===== config.mk =====
export PLATFORM = sky130hd
export DESIGN_NAME = keypad_scanner_flat
export DESIGN_NICKNAME = d
export VERILOG_FILES = /design/src/rtl/keypad_scanner_if.sv /design/src/rtl/keypad_scanner.sv /design/src/flat_wrapper.sv
export SDC_FILE = /design/constraint.sdc
export NUM_CORES = 1
export LEC_CHECK = 0
export ABC_AREA = 0
export CAP_MARGIN = 30
export CORE_MARGIN = 2
export CORE_UTILIZATION = 45
export DETAILED_ROUTE_END_ITERATION = 12
export PLACE_DENSITY = 0.72
export SLEW_MARGIN = 20
export SYNTH_ARGS = -nofsm -noshare
export SYNTH_HDL_FRONTEND = slang
export SYNTH_SLANG_ARGS = --single-unit

===== constraint.sdc =====
create_clock -name clk -period 2.6 [get_ports clk]
set_input_delay 0.26 -clock clk [delete_from_list [all_inputs] [get_ports clk]]
set_output_delay 0.26 -clock clk [all_outputs]
set_load 0.01 [all_outputs]

===== src/rtl/keypad_scanner_if.sv =====
// Keypad scanner bundle: matrix lines plus the confirmed-key handshake.
// Latency: none, wires only.
// Backpressure: key_valid is held by the scanner until key_ack; later presses overwrite the code and raise overrun.
interface keypad_scanner_if #(
    parameter int ROWS = 4,
    parameter int COLS = 4
);
    localparam int CODE_W = $clog2(ROWS * COLS + 1);

    logic [ROWS-1:0]   row_in;
    logic [COLS-1:0]   col_out;
    logic [CODE_W-1:0] key_code;
    logic              key_valid;
    logic              key_ack;
    logic              key_held;
    logic              overrun;

    // Scanner side: senses rows, drives strobes and the key report.
    modport master (
        input  row_in,
        input  key_ack,
        output col_out,
        output key_code,
        output key_valid,
        output key_held,
        output overrun
    );

    // Keypad and consumer side.
    modport slave (
        output row_in,
        output key_ack,
        input  col_out,
        input  key_code,
        input  key_valid,
        input  key_held,
        input  overrun
    );
endinterface


===== src/rtl/keypad_scanner.sv =====
// Matrix keypad scanner: column strobe, ghost rejection, press/release debounce, one report per press.
// Latency: press confirmed DEBOUNCE+1 cycles after the last-dwell sample; release after DEBOUNCE+1 quiet cycles.
// Backpressure: key_valid holds until key_ack; a new confirm while pending overwrites key_code and sets overrun.
module keypad_scanner #(
    parameter int ROWS     = 4,
    parameter int COLS     = 4,
    parameter int SCAN_DIV = 1000,
    parameter int DEBOUNCE = 16
) (
    input  logic             clk,
    input  logic             rst,
    keypad_scanner_if.master kp
);
    localparam int NO_KEY = ROWS * COLS;
    localparam int CODE_W = $clog2(ROWS * COLS + 1);
    localparam int RW     = (ROWS > 1) ? $clog2(ROWS) : 1;
    localparam int CW     = (COLS > 1) ? $clog2(COLS) : 1;
    localparam int DW     = $clog2(SCAN_DIV);
    localparam int BW     = $clog2(DEBOUNCE + 1);

    localparam logic [1:0] S_SCAN     = 2'd0;
    localparam logic [1:0] S_DEBOUNCE = 2'd1;
    localparam logic [1:0] S_PRESSED  = 2'd2;
    localparam logic [1:0] S_RELEASE  = 2'd3;

    localparam logic [DW-1:0]     DWELL_LAST  = DW'(SCAN_DIV - 1);
    localparam logic [BW-1:0]     DEB_LAST    = BW'(DEBOUNCE - 1);
    localparam logic [CW-1:0]     COL_LAST    = CW'(COLS - 1);
    localparam logic [CODE_W-1:0] NO_KEY_CODE = CODE_W'(NO_KEY);
    localparam logic [ROWS-1:0]   ROW_ONE     = ROWS'(1);
    localparam logic [COLS-1:0]   COL_ONE     = COLS'(1);

    logic [1:0]        r_state;
    logic [CW-1:0]     r_col_idx;
    logic [COLS-1:0]   r_col;
    logic [DW-1:0]     r_dwell;
    logic [BW-1:0]     r_deb_cnt;
    logic [ROWS-1:0]   r_cand_row;
    logic [CODE_W-1:0] r_cand_code;
    logic [CODE_W-1:0] r_key_code;
    logic              r_key_valid;
    logic              r_overrun;

    logic [RW-1:0]     w_row_idx;
    logic              w_one_hot;
    logic              w_row_match;
    logic              w_row_zero;
    logic              w_confirm;
    logic              w_handshake;
    logic [CW-1:0]     w_col_next_idx;
    logic [COLS-1:0]   w_col_next_oh;
    logic [CODE_W-1:0] w_cand_code;

    // Index of the active row; only meaningful when exactly one row is high.
    always_comb begin
        w_row_idx = '0;
        for (int i = 0; i < ROWS; i++) begin
            if (kp.row_in[i]) begin
                w_row_idx = RW'(i);
            end
        end
    end

    // Two or more rows in the same column cannot be resolved, so only a single row counts as a key.
    assign w_one_hot      = (kp.row_in != '0) && ((kp.row_in & (kp.row_in - ROW_ONE)) == '0);
    assign w_row_match    = (kp.row_in == r_cand_row);
    assign w_row_zero     = (kp.row_in == '0);
    assign w_cand_code    = CODE_W'(r_col_idx) * CODE_W'(ROWS) + CODE_W'(w_row_idx);
    assign w_col_next_idx = (r_col_idx == COL_LAST) ? '0 : r_col_idx + CW'(1);
    assign w_col_next_oh  = COL_ONE << w_col_next_idx;
    assign w_confirm      = (r_state == S_DEBOUNCE) && w_row_match && (r_deb_cnt == DEB_LAST);
    assign w_handshake    = r_key_valid && kp.key_ack;

    // Scan / debounce state machine with column strobe, dwell and stability counters.
    always_ff @(posedge clk or posedge rst) begin
        if (rst) begin
            r_state     <= S_SCAN;
            r_col_idx   <= '0;
            r_col       <= COL_ONE;
            r_dwell     <= '0;
            r_deb_cnt   <= '0;
            r_cand_row  <= '0;
            r_cand_code <= NO_KEY_CODE;
        end else begin
            case (r_state)
                S_SCAN: begin
                    if (r_dwell == DWELL_LAST) begin
                        r_dwell <= '0;
                        if (w_one_hot) begin
                            // Column stays frozen while the candidate is debounced.
                            r_cand_row  <= kp.row_in;
                            r_cand_code <= w_cand_code;
                            r_deb_cnt   <= '0;
                            r_state     <= S_DEBOUNCE;
                        end else begin
                            r_col_idx <= w_col_next_idx;
                            r_col     <= w_col_next_oh;
                        end
                    end else begin
                        r_dwell <= r_dwell + DW'(1);
                    end
                end
                S_DEBOUNCE: begin
                    if (w_row_match) begin
                        if (r_deb_cnt == DEB_LAST) begin
                            r_deb_cnt <= '0;
                            r_state   <= S_PRESSED;
                        end else begin
                            r_deb_cnt <= r_deb_cnt + BW'(1);
                        end
                    end else begin
                        r_deb_cnt <= '0;
                        r_dwell   <= '0;
                        r_col_idx <= w_col_next_idx;
                        r_col     <= w_col_next_oh;
                        r_state   <= S_SCAN;
                    end
                end
                S_PRESSED: begin
                    if (!w_row_match) begin
                        r_deb_cnt <= '0;
                        r_state   <= S_RELEASE;
                    end
                end
                S_RELEASE: begin
                    if (w_row_zero) begin
                        if (r_deb_cnt == DEB_LAST) begin
                            r_deb_cnt <= '0;
                            r_dwell   <= '0;
                            r_col_idx <= w_col_next_idx;
                            r_col     <= w_col_next_oh;
                            r_state   <= S_SCAN;
                        end else begin
                            r_deb_cnt <= r_deb_cnt + BW'(1);
                        end
                    end else if (w_row_match) begin
                        // Key bounced back: resume the hold without a new report.
                        r_deb_cnt <= '0;
                        r_state   <= S_PRESSED;
                    end else begin
                        r_deb_cnt <= '0;
                    end
                end
                default: begin
                    r_state <= S_SCAN;
                end
            endcase
        end
    end

    // Key report register: confirm beats ack; overrun is sticky until a handshake without a new overrun.
    always_ff @(posedge clk or posedge rst) begin
        if (rst) begin
            r_key_code  <= NO_KEY_CODE;
            r_key_valid <= 1'b0;
            r_overrun   <= 1'b0;
        end else begin
            if (w_confirm) begin
                r_key_code  <= r_cand_code;
                r_key_valid <= 1'b1;
            end else if (kp.key_ack) begin
                r_key_valid <= 1'b0;
            end

            if (w_confirm && r_key_valid && !kp.key_ack) begin
                r_overrun <= 1'b1;
            end else if (w_handshake) begin
                r_overrun <= 1'b0;
            end
        end
    end

    assign kp.col_out   = r_col;
    assign kp.key_code  = r_key_code;
    assign kp.key_valid = r_key_valid;
    assign kp.key_held  = (r_state == S_PRESSED) || (r_state == S_RELEASE);
    assign kp.overrun   = r_overrun;
endmodule


===== src/flat_wrapper.sv =====
// flat-port wrapper written by rule: the top's interface ports become plain ports
module keypad_scanner_flat 
#(
    parameter int ROWS     = 4,
    parameter int COLS     = 4,
    parameter int SCAN_DIV = 1000,
    parameter int DEBOUNCE = 16
)
  (clk, rst, kp_row_in, kp_key_ack, kp_col_out, kp_key_code, kp_key_valid, kp_key_held, kp_overrun);
  keypad_scanner_if #(.ROWS(ROWS), .COLS(COLS)) kp_i ();
  input  logic clk;
  input  logic rst;
  input wire logic [$bits(kp_i.row_in)-1:0] kp_row_in;
  input wire logic [$bits(kp_i.key_ack)-1:0] kp_key_ack;
  output wire logic [$bits(kp_i.col_out)-1:0] kp_col_out;
  output wire logic [$bits(kp_i.key_code)-1:0] kp_key_code;
  output wire logic [$bits(kp_i.key_valid)-1:0] kp_key_valid;
  output wire logic [$bits(kp_i.key_held)-1:0] kp_key_held;
  output wire logic [$bits(kp_i.overrun)-1:0] kp_overrun;
  assign kp_i.row_in = kp_row_in;
  assign kp_i.key_ack = kp_key_ack;
  assign kp_col_out = kp_i.col_out;
  assign kp_key_code = kp_i.key_code;
  assign kp_key_valid = kp_i.key_valid;
  assign kp_key_held = kp_i.key_held;
  assign kp_overrun = kp_i.overrun;
  keypad_scanner #(.ROWS(ROWS), .COLS(COLS), .SCAN_DIV(SCAN_DIV), .DEBOUNCE(DEBOUNCE)) u_core (.clk(clk), .rst(rst), .kp(kp_i));
endmodule

==> run summary <==
The run finished with clean final reports. The detailed router placed 1403 vias in this run. The tools report the max-slew violation total from the final report as 0. The analysis attributes to cell leakage a power of 1.06 nW. The critical path is of the reg -> reg type.

After clock tree synthesis, the repair step resized 0 gates. In this run the count of I/O pins placed on the die edge is 19. The number of buffers on the longest clock path was 2; the setup-violating endpoint count in the final report was 0. The logs give 96 for the initial detailed-routing violation count and 47.9% for the register area share after synthesis. Global routing finished with a remaining overflow of 0.

The power consumption is 0.00152 W. Dividing the detail-routed wire length by the instance count gives 13.8 um. The first global-routing pass estimated 6.30 mm of wire. The per-instance average area after synthesis was 11.1 um^2. The x dimension of the die is 71.4 um, and the count of yosys warnings during synthesis is 0.

Dividing total power by cell area gives a power density of 645 nW/um^2. The run gives 39 as the number of sinks driven by the clock tree. In the finished design, the share of the clock period the worst path needs comes to 86.4%.

The largest net degree at the start of global routing was 40. The start point of the critical path is u_core.r_dwell[0]. Worst setup slack for register-to-register paths: 0.35 ns.

Global routing used 15.8% of the available tracks across all layers. The slowest stage of the critical path belongs to the cell sky130_fd_sc_hd__or4_1. The detail route stage leaves a number of antenna-violating nets equal to 0. The number of cells produced by synthesis was 184.

After detailed routing, the number of remaining DRC violations is 0. The floorplan step defined a die boundary enclosing 5100 um^2. Input and output buffers added on the ports amount to 18. The startpoint of the worst-slack reg-to-reg timing path was u_core.r_dwell[0].

In this run the clock root is driven by a sky130_fd_sc_hd__clkbuf_8. The initial utilization of the core area, before any placement, comes to 47.0%. The worst IR drop on VDD is 0.000354 V, and the core area is 4350 um^2. Compared with the post-synthesis result, the final layout area differs by 15.5%.

For this run, the top clock speed supported by timing is 0.445 GHz. In this design, the stage delay of the slowest critical-path cell is 0.60 ns. In this run the vertical extent of the chip is 71.4 um.

The initialized floorplan defines 24 standard-cell rows. The number of clock buffers added by TritonCTS is 5. STA classifies the critical path endpoint as a flip-flop. Routability-driven placement finished with a final weighted congestion of 0.771. The signal on the critical path passes through ha_1 -> nand3_1 -> or4_1 -> nor4_4 -> buf_4 -> mux2_1. When the netlist entered floorplanning its net count stood at 198. The tools report the distinct cell type count of the synthesized netlist as 50.

The largest total area in the synthesized netlist belongs to sky130_fd_sc_hd__dfrtp_1. Between clock sinks in the finished design, the worst skew comes to 0.00573 ns. Setup repair after global routing left no endpoint under its margin. The worst slew slack as a fraction of its limit was 48.8%. Once the clock tree was built, the setup fixing pass inserted 0 buffers.

The via-per-instance ratio was 5.48. The setup total negative slack was 0 ns; the number of global-route vias before repair was 1357. In this run the number of H-tree levels came out at 2. After synthesis the netlist holds a flip-flop and latch count of 39. Startpoint type of the worst setup path: a flip-flop. Data on the critical path arrives at its endpoint at 2.41 ns.

Category of cells accounting for the largest share of critical-path delay: simple AND/OR/NAND/NOR gates. Most instantiated flip-flop cell in the synthesis netlist: sky130_fd_sc_hd__dfrtp_1. Sorting the synthesized cells by how often they occur yields 36 x sky130_fd_sc_hd__dfrtp_1, 15 x sky130_fd_sc_hd__nor2_1, 11 x sky130_fd_sc_hd__nand2_1, 11 x sky130_fd_sc_hd__o21ai_0, 8 x sky130_fd_sc_hd__inv_1. The detailed-route wire length is 3.54 mm, and the async set-reset flop share out of synthesis is 100%. The number of antenna repair diodes was 0. Most numerous cell in the Yosys netlist: sky130_fd_sc_hd__dfrtp_1. The clock reaches the later pin of the worst-skew pair after 0.29 ns. The detailed-router iteration count before antenna repair was 5; the count of max-cap constraint violations was 0. Hold repair after CTS inserted 0 buffers. The filler cells instantiated in the layout total 361. The worst path buffer plus inverter count came out at 1.

By area the synthesized netlist is led by sky130_fd_sc_hd__dfrtp_1 44%, sky130_fd_sc_hd__ha_1 4.3%, sky130_fd_sc_hd__dfstp_2 3.9%, sky130_fd_sc_hd__mux2_1 3.9%, sky130_fd_sc_hd__mux2_4 3.7%. The post-synth design cell area was 2050 um^2; the share of layout cells above drive strength 1 was 17.2%. The tightest min-delay check is of the in -> async type. The final count of hold timing violations is 0, and the number of antenna violations at the first check in global routing is 0. The required time of the critical path is 2.77 ns, and the hold slack is 0.390 ns. Counting flops with a built-in enable in the synthesized netlist gives 0.

Of all nets on the critical path, the largest fanout is 11. The top-area cell type share of the netlist area came out at 44.0%. TritonCTS built the clock tree.

The HPWL after detailed placement is 2.42 mm. After layout, the minimum clock period comes to 2.25 ns. Pin slew with the least headroom to its limit: 0.760 ns. The post-layout net count is 217.

The clock transition at the registers of the reported paths is 0.08 ns.
final cells by class:
class | count | area, um^2 | area share (%)
clock buffers | 7 | 86.3 | 3.65
clock inverters | 1 | 5.00 | 0.212
inverters | 8 | 30.0 | 1.27
multi-input cells | 127 | 987 | 41.8
flip-flops and latches | 39 | 980 | 41.5
well taps | 52 | 65.1 | 2.75
repair buffers | 22 | 210 | 8.89
layout by cell type, fill, tap and decap left out, types with 4 or more instances in the layout:
master and n:
sky130_fd_sc_hd__dfrtp_1 36, sky130_fd_sc_hd__clkdlybuf4s50_1 18, sky130_fd_sc_hd__nor2_1 15, sky130_fd_sc_hd__nand2_1 11
sky130_fd_sc_hd__o21ai_0 11, sky130_fd_sc_hd__inv_1 8, sky130_fd_sc_hd__nand3_1 7, sky130_fd_sc_hd__mux2_1 7
sky130_fd_sc_hd__ha_1 7, sky130_fd_sc_hd__mux2_2 6, sky130_fd_sc_hd__clkbuf_8 6, sky130_fd_sc_hd__and3_1 5
sky130_fd_sc_hd__mux2_4 5, sky130_fd_sc_hd__a21oi_1 5, sky130_fd_sc_hd__xnor2_1 4, sky130_fd_sc_hd__buf_4 4
power by group:
part | internal (W) | switching, W | total (W) | leakage, nW
Clock | 0.000214 | 0.000209 | 0.000423 | 0.0482
Sequential | 0.000703 | 0.0000998 | 0.000803 | 0.513
Combinational | 0.000161 | 0.000138 | 0.000299 | 0.499
Total | 0.00108 | 0.000447 | 0.00152 | 1.06
path summary, 6_finish.rpt:
check / cells past startpoint / end
worst min register to register: 1 / u_core.kp.overrun
min in group clk: 1 / u_core.kp.overrun
worst max-delay path: 6 / u_core.r_cand_code[3]
max in group asynchronous: 3 / u_core.r_cand_code[4]
worst max register to register: 6 / u_core.r_cand_code[3]
worst min-delay path: 3 / u_core.kp.col_out[3]
flip-flops by register name, summed over array words and instances, names as in the netlist:
name	count
u_core.kp.key_code	5
u_core.kp.key_valid	1
u_core.r_col_idx	2
u_core.r_cand_code	5
u_core.r_dwell	10
u_core.kp.col_out	4
u_core.kp.overrun	1
u_core.r_deb_cnt	5
u_core.r_state	2
u_core.r_cand_row	4
kinds of logic after synthesis:
kind of cell               share of synthesized area, %
and+or+nand+nor                                    16.7
DFF                                                47.9
AOI/OAI and AO/OA                                  14.3
buffers and inverters                              3.91
muxes                                              10.8
adders and majority gates                          4.28
xor gates and xnor gates                           2.14
stage by stage:
step	instance area [um^2]	cells	util [%]	setup slack, ns
CTS	2360	256	54.3	0.342
global placement	2270	248	52.2	0.219
global route	2360	256	54.3	0.170
detailed placement	2270	248	52.2	0.172
floorplan	2050	184	-	0.608
finish	2360	256	54.3	0.354
metal layers:
| metal | global-route usage [%] | share of wire [%] | up-vias |
|---|---|---|---|
| met1 | 21.1 | 48 | 667 |
| met2 | 24.6 | 47 | 30 |
| met3 | 3.80 | 3.3 | 7 |
| li1 | - | - | 699 |
| met4 | 6.71 | 1.5 | 0 |
| met5 | 0 | 0 | - |
worst min-delay path, delay by kind of cell:
kind,cells,cell delay [ns]
buf+inv,3,0.86
Note: power is estimated with default switching activity, not from simulation.
